[src/rtl/arcade_input_conditioner_pkg.sv]
// Shared definitions for the arcade input conditioner: raw_in bit map, coin FSM states, counter sizing.
// Latency: n/a (types and constants only).
// Backpressure: n/a.
package arcade_input_pkg;

    // Bit positions inside raw_in / btn_out
    localparam int IDX_R      = 0;
    localparam int IDX_L      = 1;
    localparam int IDX_D      = 2;
    localparam int IDX_U      = 3;
    localparam int IDX_FIRE   = 4;
    localparam int IDX_BOMB   = 5;
    localparam int IDX_START1 = 6;
    localparam int IDX_START2 = 7;
    localparam int IDX_COIN1  = 8;
    localparam int IDX_COIN2  = 9;

    localparam int NUM_RAW = 10;
    localparam int NUM_BTN = 8;

    typedef enum logic [1:0] {
        IDLE    = 2'd0,
        PULSE   = 2'd1,
        HOLDOFF = 2'd2
    } coin_state_t;

    // Counter width able to hold 0..n; never narrower than one bit
    function automatic int cnt_width(input int n);
        return (n < 1) ? 1 : $clog2(n + 1);
    endfunction

endpackage

[src/rtl/arcade_input_conditioner_if.sv]
// Control bundle between the player-input merge and the game core.
// Latency: n/a (wiring only).
// Backpressure: none; every signal is a level or a one-cycle strobe.
interface arcade_input_conditioner_if;
    logic [9:0] raw_in;
    logic       rot_en;
    logic [7:0] btn_out;
    logic       coin_out;
    logic [1:0] coin_pending;
    logic       coin_drop;

    // Input-merge side: supplies raw controls, observes conditioned outputs
    modport master (
        output raw_in, rot_en,
        input  btn_out, coin_out, coin_pending, coin_drop
    );

    // Conditioner side
    modport slave (
        input  raw_in, rot_en,
        output btn_out, coin_out, coin_pending, coin_drop
    );
endinterface

[src/rtl/arcade_input_conditioner_debounce_bit.sv]
// Single-bit debouncer: output follows input only after DEBOUNCE_CYC consecutive differing samples.
// Latency: DEBOUNCE_CYC edges after the input settles (1 edge when DEBOUNCE_CYC = 0).
// Backpressure: none; free-running per clock.
module debounce_bit
    import arcade_input_pkg::*;
#(
    parameter int DEBOUNCE_CYC = 18000
) (
    input  logic clk_sys,
    input  logic reset,
    input  logic din,
    output logic dout
);

    generate
        if (DEBOUNCE_CYC == 0) begin : g_pass
            // No filtering requested: plain register stage
            always_ff @(posedge clk_sys or posedge reset) begin
                if (reset) dout <= 1'b0;
                else       dout <= din;
            end
        end else begin : g_cnt
            localparam int W = cnt_width(DEBOUNCE_CYC);
            localparam logic [W-1:0] LAST = W'(DEBOUNCE_CYC - 1);

            logic [W-1:0] cnt;

            // Count consecutive samples that disagree with the output; any agreeing sample restarts the count
            always_ff @(posedge clk_sys or posedge reset) begin
                if (reset) begin
                    dout <= 1'b0;
                    cnt  <= '0;
                end else if (din == dout) begin
                    cnt <= '0;
                end else if (cnt == LAST) begin
                    dout <= din;
                    cnt  <= '0;
                end else begin
                    cnt <= cnt + W'(1);
                end
            end
        end
    endgenerate

endmodule

[src/rtl/arcade_input_conditioner.sv]
// Debounces all controls, rotates directions for vertical cabinets, and shapes coins into queued fixed-width pulses.
// Latency: buttons DEBOUNCE_CYC+1 edges; coin pulse rises 2 edges after the debounced coin edge when idle.
// Backpressure: none upstream; coins beyond COIN_QMAX pending are discarded and flagged on coin_drop.
module arcade_input_conditioner
    import arcade_input_pkg::*;
#(
    parameter int DEBOUNCE_CYC     = 18000,
    parameter int COIN_PULSE_CYC   = 1800000,
    parameter int COIN_HOLDOFF_CYC = 1800000,
    parameter int COIN_QMAX        = 3
) (
    input  logic                        clk_sys,
    input  logic                        reset,
    arcade_input_conditioner_if.slave   io
);

    // A zero-length phase still lasts one cycle
    localparam int PULSE_EFF = (COIN_PULSE_CYC   < 1) ? 1 : COIN_PULSE_CYC;
    localparam int HOLD_EFF  = (COIN_HOLDOFF_CYC < 1) ? 1 : COIN_HOLDOFF_CYC;
    localparam int CNT_MAX   = (PULSE_EFF > HOLD_EFF) ? PULSE_EFF : HOLD_EFF;
    localparam int CNT_W     = cnt_width(CNT_MAX);

    localparam logic [CNT_W-1:0] PULSE_LAST = CNT_W'(PULSE_EFF - 1);
    localparam logic [CNT_W-1:0] HOLD_LAST  = CNT_W'(HOLD_EFF - 1);
    localparam logic [2:0]       QMAX       = 3'(COIN_QMAX);

    logic [NUM_RAW-1:0] deb;
    logic [NUM_BTN-1:0] btn_nxt;
    logic [NUM_BTN-1:0] btn_q;
    logic [1:0]         coin_prev;
    logic [1:0]         coin_rise;
    logic [1:0]         coin_inc;
    logic               coin_deq;
    logic [2:0]         coin_sum;
    logic [1:0]         pending_q;
    logic               drop_q;
    logic               coin_out_q;
    coin_state_t        state;
    logic [CNT_W-1:0]   cnt;

    genvar g;
    generate
        for (g = 0; g < NUM_RAW; g++) begin : g_deb
            debounce_bit #(
                .DEBOUNCE_CYC (DEBOUNCE_CYC)
            ) u_deb (
                .clk_sys (clk_sys),
                .reset   (reset),
                .din     (io.raw_in[g]),
                .dout    (deb[g])
            );
        end
    endgenerate

    // Direction remap for a rotated monitor; buttons and starts pass straight through
    always_comb begin
        btn_nxt = deb[NUM_BTN-1:0];
        if (io.rot_en) begin
            btn_nxt[IDX_U] = deb[IDX_R];
            btn_nxt[IDX_R] = deb[IDX_D];
            btn_nxt[IDX_D] = deb[IDX_L];
            btn_nxt[IDX_L] = deb[IDX_U];
        end
    end

    // Register the remapped buttons toward the core
    always_ff @(posedge clk_sys or posedge reset) begin
        if (reset) btn_q <= '0;
        else       btn_q <= btn_nxt;
    end

    // Coin enqueue/dequeue arithmetic: both slots can rise together, FSM takes at most one
    always_comb begin
        coin_rise = {deb[IDX_COIN2], deb[IDX_COIN1]} & ~coin_prev;
        coin_inc  = {1'b0, coin_rise[0]} + {1'b0, coin_rise[1]};
        coin_deq  = (state == IDLE) && (pending_q != 2'd0);
        coin_sum  = {1'b0, pending_q} + {1'b0, coin_inc} - {2'b00, coin_deq};
    end

    // Pending-coin counter with saturation and a single drop strobe per overflowing cycle
    always_ff @(posedge clk_sys or posedge reset) begin
        if (reset) begin
            coin_prev <= 2'b00;
            pending_q <= 2'd0;
            drop_q    <= 1'b0;
        end else begin
            coin_prev <= {deb[IDX_COIN2], deb[IDX_COIN1]};
            if (coin_sum > QMAX) begin
                pending_q <= QMAX[1:0];
                drop_q    <= 1'b1;
            end else begin
                pending_q <= coin_sum[1:0];
                drop_q    <= 1'b0;
            end
        end
    end

    // Coin pulse shaper: IDLE -> PULSE (coin high) -> HOLDOFF (coin low) -> IDLE
    always_ff @(posedge clk_sys or posedge reset) begin
        if (reset) begin
            state      <= IDLE;
            cnt        <= '0;
            coin_out_q <= 1'b0;
        end else begin
            case (state)
                IDLE: begin
                    if (coin_deq) begin
                        state      <= PULSE;
                        coin_out_q <= 1'b1;
                        cnt        <= '0;
                    end
                end
                PULSE: begin
                    if (cnt == PULSE_LAST) begin
                        state      <= HOLDOFF;
                        coin_out_q <= 1'b0;
                        cnt        <= '0;
                    end else begin
                        cnt <= cnt + CNT_W'(1);
                    end
                end
                HOLDOFF: begin
                    if (cnt == HOLD_LAST) begin
                        state <= IDLE;
                        cnt   <= '0;
                    end else begin
                        cnt <= cnt + CNT_W'(1);
                    end
                end
                default: begin
                    state      <= IDLE;
                    cnt        <= '0;
                    coin_out_q <= 1'b0;
                end
            endcase
        end
    end

    assign io.btn_out      = btn_q;
    assign io.coin_out     = coin_out_q;
    assign io.coin_pending = pending_q;
    assign io.coin_drop    = drop_q;

endmodule

[src/flat_wrapper.sv]
// flat-port wrapper written by rule: the top's interface ports become plain ports
module arcade_input_conditioner_flat import arcade_input_pkg::*;
#(
    parameter int DEBOUNCE_CYC     = 18000,
    parameter int COIN_PULSE_CYC   = 1800000,
    parameter int COIN_HOLDOFF_CYC = 1800000,
    parameter int COIN_QMAX        = 3
)
  (clk_sys, reset, io_raw_in, io_rot_en, io_btn_out, io_coin_out, io_coin_pending, io_coin_drop);
  arcade_input_conditioner_if io_i ();
  input  logic clk_sys;
  input  logic reset;
  input wire logic [$bits(io_i.raw_in)-1:0] io_raw_in;
  input wire logic [$bits(io_i.rot_en)-1:0] io_rot_en;
  output wire logic [$bits(io_i.btn_out)-1:0] io_btn_out;
  output wire logic [$bits(io_i.coin_out)-1:0] io_coin_out;
  output wire logic [$bits(io_i.coin_pending)-1:0] io_coin_pending;
  output wire logic [$bits(io_i.coin_drop)-1:0] io_coin_drop;
  assign io_i.raw_in = io_raw_in;
  assign io_i.rot_en = io_rot_en;
  assign io_btn_out = io_i.btn_out;
  assign io_coin_out = io_i.coin_out;
  assign io_coin_pending = io_i.coin_pending;
  assign io_coin_drop = io_i.coin_drop;
  arcade_input_conditioner #(.DEBOUNCE_CYC(DEBOUNCE_CYC), .COIN_PULSE_CYC(COIN_PULSE_CYC), .COIN_HOLDOFF_CYC(COIN_HOLDOFF_CYC), .COIN_QMAX(COIN_QMAX)) u_core (.clk_sys(clk_sys), .reset(reset), .io(io_i));
endmodule
[config.mk]
export PLATFORM = sky130hd
export DESIGN_NAME = arcade_input_conditioner_flat
export DESIGN_NICKNAME = d
export VERILOG_FILES = /design/src/rtl/arcade_input_conditioner_pkg.sv /design/src/rtl/arcade_input_conditioner_if.sv /design/src/rtl/arcade_input_conditioner_debounce_bit.sv /design/src/rtl/arcade_input_conditioner.sv /design/src/flat_wrapper.sv
export SDC_FILE = /design/constraint.sdc
export NUM_CORES = 1
export LEC_CHECK = 0
export ABC_AREA = 1
export BUFFER_PORTS_ARGS = -buffer_cell sky130_fd_sc_hd__buf_2
export CORE_ASPECT_RATIO = 2
export CORE_MARGIN = 4
export CORE_UTILIZATION = 27
export CTS_BUF_LIST = sky130_fd_sc_hd__clkbuf_4 sky130_fd_sc_hd__clkbuf_8
export DETAILED_ROUTE_END_ITERATION = 7
export SLEW_MARGIN = 20
export SYNTH_ARGS = -nofsm -noshare
export SYNTH_HDL_FRONTEND = slang
export SYNTH_SLANG_ARGS = --single-unit
[constraint.sdc]
create_clock -name clk_sys -period 6.7 [get_ports clk_sys]
set_clock_uncertainty 0.05 [all_clocks]
set_input_delay 1.34 -clock clk_sys [delete_from_list [all_inputs] [get_ports clk_sys]]
set_output_delay 1.34 -clock clk_sys [all_outputs]
set_load 0.03 [all_outputs]
### Word-level counts from Yosys, hierarchy flattened

Cells that the tools add are included.

* add/subtract/negate cells: 14
* multipliers: 0
* divide/modulo/power cells: 0
* $lt $le $gt $ge: 1
* equal/unequal tests: 26
* shifts and indexed selects: 0
* muxes and demuxes: 33
* bitwise logic cells: 13
* reduce and logical (&&, ||, !) cells: 16

Operators by type and width (count)
* $mux 15: 20
* $add 15x1->15 const B: 10
* $eq 15x15->1 const B: 10
* $mux 21: 2
* $pmux 21 s2: 1
* $add 21x1->21 const B: 1
* $eq 21x21->1 const B: 1
* $reduce_and 2->1: 10
* $not 1->1: 11
* $eq 1x1->1: 10
* $mux 2: 4
* $ne 2x1->1 const B: 3
* $pmux 2 s3: 1
* $reduce_and 3->1: 2
* $mux 4: 1
* $add 2x2->3: 1
* $gt 3x2->1 const B: 1
* $mux 1: 3
* $pmux 1 s3: 1
* $sub 3x1->3: 1
* $add 1x1->2: 1
* $and 2x2->2: 1
* $eq 2x1->1 const B: 1
* $eq 2x2->1 const B: 1
* other kinds (5): 5

* register bits after elaboration: 197
* latch bits: 0
* bits in writable memories: 0
* ROM bits: 0
* output and inout bits: 12
* word-level logic and storage cells: 130
* memories: 0

### Logic depth before layout (Yosys ltp)

* depth after elaboration: 7
* gate-level depth with buffers: 10
* gate-level depth less buffers: 10

### Hierarchy

From an unflattened synthesis, not the netlist that was laid out.

* cell total of the unflattened synthesis: 1380
* area, all modules: 11157.0 um2

Modules (own cells, without submodules)
* debounce_bit: times used 10, cells each 113, area each 913.4 um2
* arcade_input_conditioner: times used 1, cells each 250, area each 2023.2 um2

### Worst setup path before layout

No wires, ideal clock.

* kind: reg2reg
* start: register u_core.pending_q[1] (netlist: u_core.io.coin_pending[1])
* end: register u_core.pending_q[0] (netlist: u_core.io.coin_pending[0])
* library setup time: 127 ps
* arrival: 2265 ps
* data required time: 6523 ps
* setup slack: 4257 ps
* cell stages (with the launch flop): 9
* clock period less this slack: 2443 ps
* path through: dfrtp_1 nor2_1 nor2_1 ha_1 inv_1 fa_1 fa_1 xnor2_1 or2_2

* longest elaborated chain between the ends: 5
* elaborated cells between the ends (all ways): 6

Ends and longest elaborated chain
* start, declared: line arcade_input_conditioner.sv:35 `logic [1:0] pending_q;`
* start signal, assigned: line arcade_input_conditioner.sv:89 `pending_q <= QMAX[1:0];`
* start signal, assigned: line arcade_input_conditioner.sv:92 `pending_q <= coin_sum[1:0];`
* branches (longest 2 deep; another with $add 2x2->3)
* $sub 3x1->3 *: line arcade_input_conditioner.sv:77 `coin_sum = {1'b0, pending_q} + {1'b0, coin_inc} - {2'b00, coin_deq};`
* $gt 3x2->1: line arcade_input_conditioner.sv:88 `if (coin_sum > QMAX) begin`
* $mux 2 *: line arcade_input_conditioner.sv:88

Mark *: on every way between the ends.
A chain may end at the register's enable or synchronous reset.

### Worst setup path after layout

* start: register u_core.pending_q[1] (netlist: u_core.io.coin_pending[1])
* end: output io_coin_pending[1]

RTL lines
* end, declared: line flat_wrapper.sv:17 `output wire logic [$bits(io_i.coin_pending)-1:0] io_coin_pending;`

No word-level cell between the ends.

==> flow_summary.html <==
<table>
<tr><th>Metric</th><th>Value</th></tr>
<tr><th colspan="2">Run status</th></tr>
<tr><td>Status</td><td>finished, final reports clean</td></tr>
<tr><th colspan="2">Drt</th></tr>
<tr><td>Detail-routed net length per standard cell</td><td>11.6 um</td></tr>
<tr><td>Number of nets with antenna violations after detailed routing</td><td>0</td></tr>
<tr><td>Detailed Route WL</td><td>21,800 um</td></tr>
<tr><td>Via Count</td><td>~8,300</td></tr>
<tr><td>Drt drc</td><td>0</td></tr>
<tr><td>Via density</td><td>~4.4</td></tr>
<tr><td>1st-pass router iterations</td><td>6</td></tr>
<tr><td>Initial DRC count</td><td>between 300 and 400</td></tr>
<tr><th colspan="2">Floorplan</th></tr>
<tr><td>Floorplan die area</td><td>42,100 um2</td></tr>
<tr><td>Number of I/O pins</td><td>25</td></tr>
<tr><td>Count of standard-cell rows</td><td>between 100 and 150</td></tr>
<tr><td>Initial cell density of the core</td><td>~27%</td></tr>
<tr><td>Overall die height</td><td>around 290 um</td></tr>
<tr><td>Standard cell core area</td><td>approximately 38,000 um2</td></tr>
<tr><td>X dimension of the die</td><td>roughly 150 um</td></tr>
<tr><th colspan="2">Worst setup path</th></tr>
<tr><td>Series of cell instances along the critical path</td><td>buf_2</td></tr>
<tr><td>Worst stage delay on the critical path</td><td>0.46 ns</td></tr>
<tr><td>Launching element of the worst setup path</td><td>u_core.io.coin_pending[1]</td></tr>
<tr><td>Critical Path RT</td><td>approximately 5.3 ns</td></tr>
<tr><td>Type of the worst setup path</td><td>reg -&gt; out</td></tr>
<tr><td>Family with the most delay on the worst path</td><td>flip-flops</td></tr>
<tr><td>Worst path slowest cell</td><td>dfrtp_1</td></tr>
<tr><td>Buffers plus inverters on the worst setup path</td><td>1</td></tr>
<tr><td>Worst path arrival time</td><td>roughly 1.2 ns</td></tr>
<tr><td>Origin of the critical flop-to-flop path</td><td>u_core.state[0]</td></tr>
<tr><td>Type of destination of the critical path</td><td>primary output</td></tr>
<tr><td>Critical Path Fanout Max</td><td>4</td></tr>
<tr><td>Startpoint type of the worst setup path</td><td>flop</td></tr>
<tr><th colspan="2">Power</th></tr>
<tr><td>Leakage power figure</td><td>approximately 4.8 nW</td></tr>
<tr><td>Total power</td><td>about 2.1 mW</td></tr>
<tr><td>Cell Pwr Density</td><td>between 150 and 200 nW/um2</td></tr>
<tr><td>Peak supply drop</td><td>approximately 0.15 mV</td></tr>
<tr><th colspan="2">Timing</th></tr>
<tr><td>Final number of hold-violating endpoints</td><td>0</td></tr>
<tr><td>Final worst hold slack</td><td>between 0.3 and 0.4 ns</td></tr>
<tr><td>Setup violation total in the final timing report</td><td>0</td></tr>
<tr><td>Achievable clock frequency</td><td>around 380 MHz</td></tr>
<tr><td>Slew margin rel.</td><td>between 40 and 50%</td></tr>
<tr><td>Worst Tran Pin Value</td><td>0.807 ns</td></tr>
<tr><td>Final Worst Setup Slack</td><td>roughly 4.1 ns</td></tr>
<tr><td>Period minus WS final</td><td>2.61 ns</td></tr>
<tr><td>Total count of max-transition violations in the final report</td><td>0</td></tr>
<tr><td>Fin crit share</td><td>38.9%</td></tr>
<tr><td>Setup repair after global routing missed its margin</td><td>false</td></tr>
<tr><td>Total negative slack for setup checks</td><td>0 ns</td></tr>
<tr><th colspan="2">Logic synthesis</th></tr>
<tr><td>EDFF count, synth</td><td>0</td></tr>
<tr><td>Distinct cell type count of the synthesized netlist</td><td>41</td></tr>
<tr><td>Cell type contributing the most total cell area after synthesis</td><td>dfrtp_1</td></tr>
<tr><td>Cell with the most instances after synthesis</td><td>nor2_1</td></tr>
<tr><td>Flip-flop and latch count after synthesis</td><td>197</td></tr>
<tr><td>Netlist Area Pre-Place</td><td>around 10,000 um2</td></tr>
<tr><td>Syn Nets</td><td>around 1,300</td></tr>
<tr><td>Sequential cell area fraction in the yosys report</td><td>between 40% and 50%</td></tr>
<tr><td>Leading cell types by total area after synthesis</td><td>dfrtp_1 (47%), nor2_1 (8.6%), nand2_1 (8.2%), inv_1 (6.4%), nand3_1 (4.3%)</td></tr>
<tr><td>Warning count from the yosys run</td><td>0</td></tr>
<tr><td>Main flop type after synthesis</td><td>dfrtp_1</td></tr>
<tr><td>Most instantiated cells after synthesis</td><td>nor2_1 (240), nand2_1 (229), dfrtp_1 (197), inv_1 (177), nand3_1 (89)</td></tr>
<tr><td>Async set or reset register ratio after synthesis</td><td>100%</td></tr>
<tr><td>Post-synthesis cell count</td><td>1,308</td></tr>
<tr><td>Area share of the leading cell type in the synthesized netlist</td><td>a little under half</td></tr>
<tr><td>Per-instance average area after synthesis</td><td>between 7 and 8 um2</td></tr>
<tr><th colspan="2">Min path</th></tr>
<tr><td>Source of the worst hold timing path</td><td>u_core.g_deb[6].u_deb.dout</td></tr>
<tr><td>Class of the tightest hold or removal check</td><td>reg -&gt; reg</td></tr>
<tr><th colspan="2">CTS</th></tr>
<tr><td>Post-CTS Setup Bufs</td><td>0</td></tr>
<tr><td>Cts hold-fix bufs</td><td>0</td></tr>
<tr><td>H-tree Lvls</td><td>4</td></tr>
<tr><td>Root Buffer</td><td>clkbuf_8</td></tr>
<tr><td>Post-CTS Resized</td><td>0</td></tr>
<tr><td>Number of clock sinks</td><td>~200</td></tr>
<tr><td>TritonCTS clock tree</td><td>done</td></tr>
<tr><td>Clock-pin slew of the registers on the worst-case setup and hold paths</td><td>~0.12 ns</td></tr>
<tr><td>Worst-skew pair later-pin latency</td><td>0.49 ns</td></tr>
<tr><td>Clock Tree Buf Depth</td><td>2</td></tr>
<tr><td>CTS buffer count</td><td>17</td></tr>
<tr><th colspan="2">GRT</th></tr>
<tr><td>First-pass GRT wire length</td><td>around 38,000 um</td></tr>
<tr><td>All-Layer GR Usage</td><td>a little over a tenth</td></tr>
<tr><td>Vias in the first global route</td><td>8,544</td></tr>
<tr><td>Largest net degree at the start of global routing</td><td>66</td></tr>
<tr><td>Total global routing overflow</td><td>0</td></tr>
<tr><td>Antenna violations before repair</td><td>1</td></tr>
<tr><th colspan="2">Cells and area</th></tr>
<tr><td>Number of nets at the end of the flow</td><td>~1,400</td></tr>
<tr><td>Non-Filler Instances</td><td>1,878</td></tr>
<tr><td>Growth of design area from synthesis to finish</td><td>11.0%</td></tr>
<tr><td>Final cell utilization of the core</td><td>30.4%</td></tr>
<tr><td>Cell area after layout</td><td>between 10,000 and 15,000 um2</td></tr>
<tr><td>Share of cells above drive strength 1</td><td>between 10% and 20%</td></tr>
<tr><td># fillers</td><td>about 4,200</td></tr>
<tr><th colspan="2">Place</th></tr>
<tr><td>Half-perimeter wire length after placement</td><td>16,600 um</td></tr>
<tr><td>Placed instance area</td><td>11,200 um2</td></tr>
<tr><td>Cell count after placement</td><td>about 1,800</td></tr>
<tr><td>Setup WS pre-CTS</td><td>roughly 4 ns</td></tr>
<tr><td>Final RePlAce weighted congestion</td><td>about 0.84</td></tr>
<tr><td>Count of input and output buffers</td><td>24</td></tr>
<tr><th colspan="2">Run</th></tr>
<tr><td>Maximum capacitance violations</td><td>0</td></tr>
</table>
## power breakdown
group	internal (mW)	switching [mW]
clock	0.319	0.495
sequential	1.20	0.0130
combinational	0.0241	0.0609
total	1.55	0.569
## routing by layer
| layer | part of all wire, % | vias up | track usage (%) |
|---|---|---|---|
| met2 | 56 | 88 | 21.4 |
| li1 | - | 4225 | - |
| met1 | 39 | 3950 | 10.8 |
| met3 | 1.8 | 43 | 1.55 |
| met5 | 0 | - | 0 |
| met4 | 3.3 | 0 | 5.60 |
## cells in the final DEF (no fill, tap or decap), types with 3 or more instances in the layout
cell and n:
ha_1 15, and3_1 7, clkbuf_8 17, xnor2_1 21, nand3_1 89, nor2_1 240, a21oi_1 28, nor2_2 18
inv_8 6, inv_2 16, o21ai_0 41, o21ai_1 9, buf_4 3, dfrtp_1 197, nor3_2 8, xor2_1 41
nand4_1 31, buf_2 24, nor2_4 11, nor3b_1 4, nand2_1 229, clkinvlp_4 3, nand3_2 10, a21oi_2 8
nor3_1 56, inv_6 3, a31oi_1 6, inv_1 176, or2_2 5, o21bai_1 5, nand2_2 16
## cell families after synthesis
family | Yosys count | synth area share [%]
xor gates and xnor gates | 62 | 5.20
DFF | 197 | 47.2
adders and majority gates | 17 | 2.18
and+or+nand+nor | 730 | 32.4
AOI/OAI and AO/OA | 101 | 5.51
buffers and inverters | 201 | 7.60
## registers in the layout, summed over array words and instances, names as in the netlist
| register | cells |
|---|---|
| u_core.cnt | 21 |
| u_core.coin_prev | 2 |
| u_core.g_deb.u_deb.dout | 10 |
| u_core.g_deb.u_deb.g_cnt.cnt | 150 |
| u_core.io.btn_out | 8 |
| u_core.io.coin_drop | 1 |
| u_core.io.coin_out | 1 |
| u_core.io.coin_pending | 2 |
| u_core.state | 2 |
## path summary, 6_finish.rpt
path / to / slack [ns] / cells past startpoint
min reg2reg: u_core.io.btn_out[6] / 0.38 / 0
min: u_core.io.btn_out[6] / 0.38 / 0
max in group asynchronous: u_core.cnt[11] / 4.65 / 3
max reg2reg: u_core.io.coin_pending[1] / 4.19 / 10
max: io_coin_pending[1] / 4.09 / 1
min in group asynchronous: u_core.g_deb[9].u_deb.g_cnt.cnt[6] / 0.81 / 2
## final cells by class
type	count	area, um2	share of cell area (%)
Clock inverter	15	180	1.55
Timing Repair Buffer	27	143	1.23
Inverter	196	744	6.41
Multi-Input combinational cell	910	4730	40.7
Antenna cell	1	2.50	0.0216
Sequential cell	197	4930	42.5
Tap cell	515	644	5.55
Clock buffer	17	234	2.02
Power figures use the tool's default switching activity.
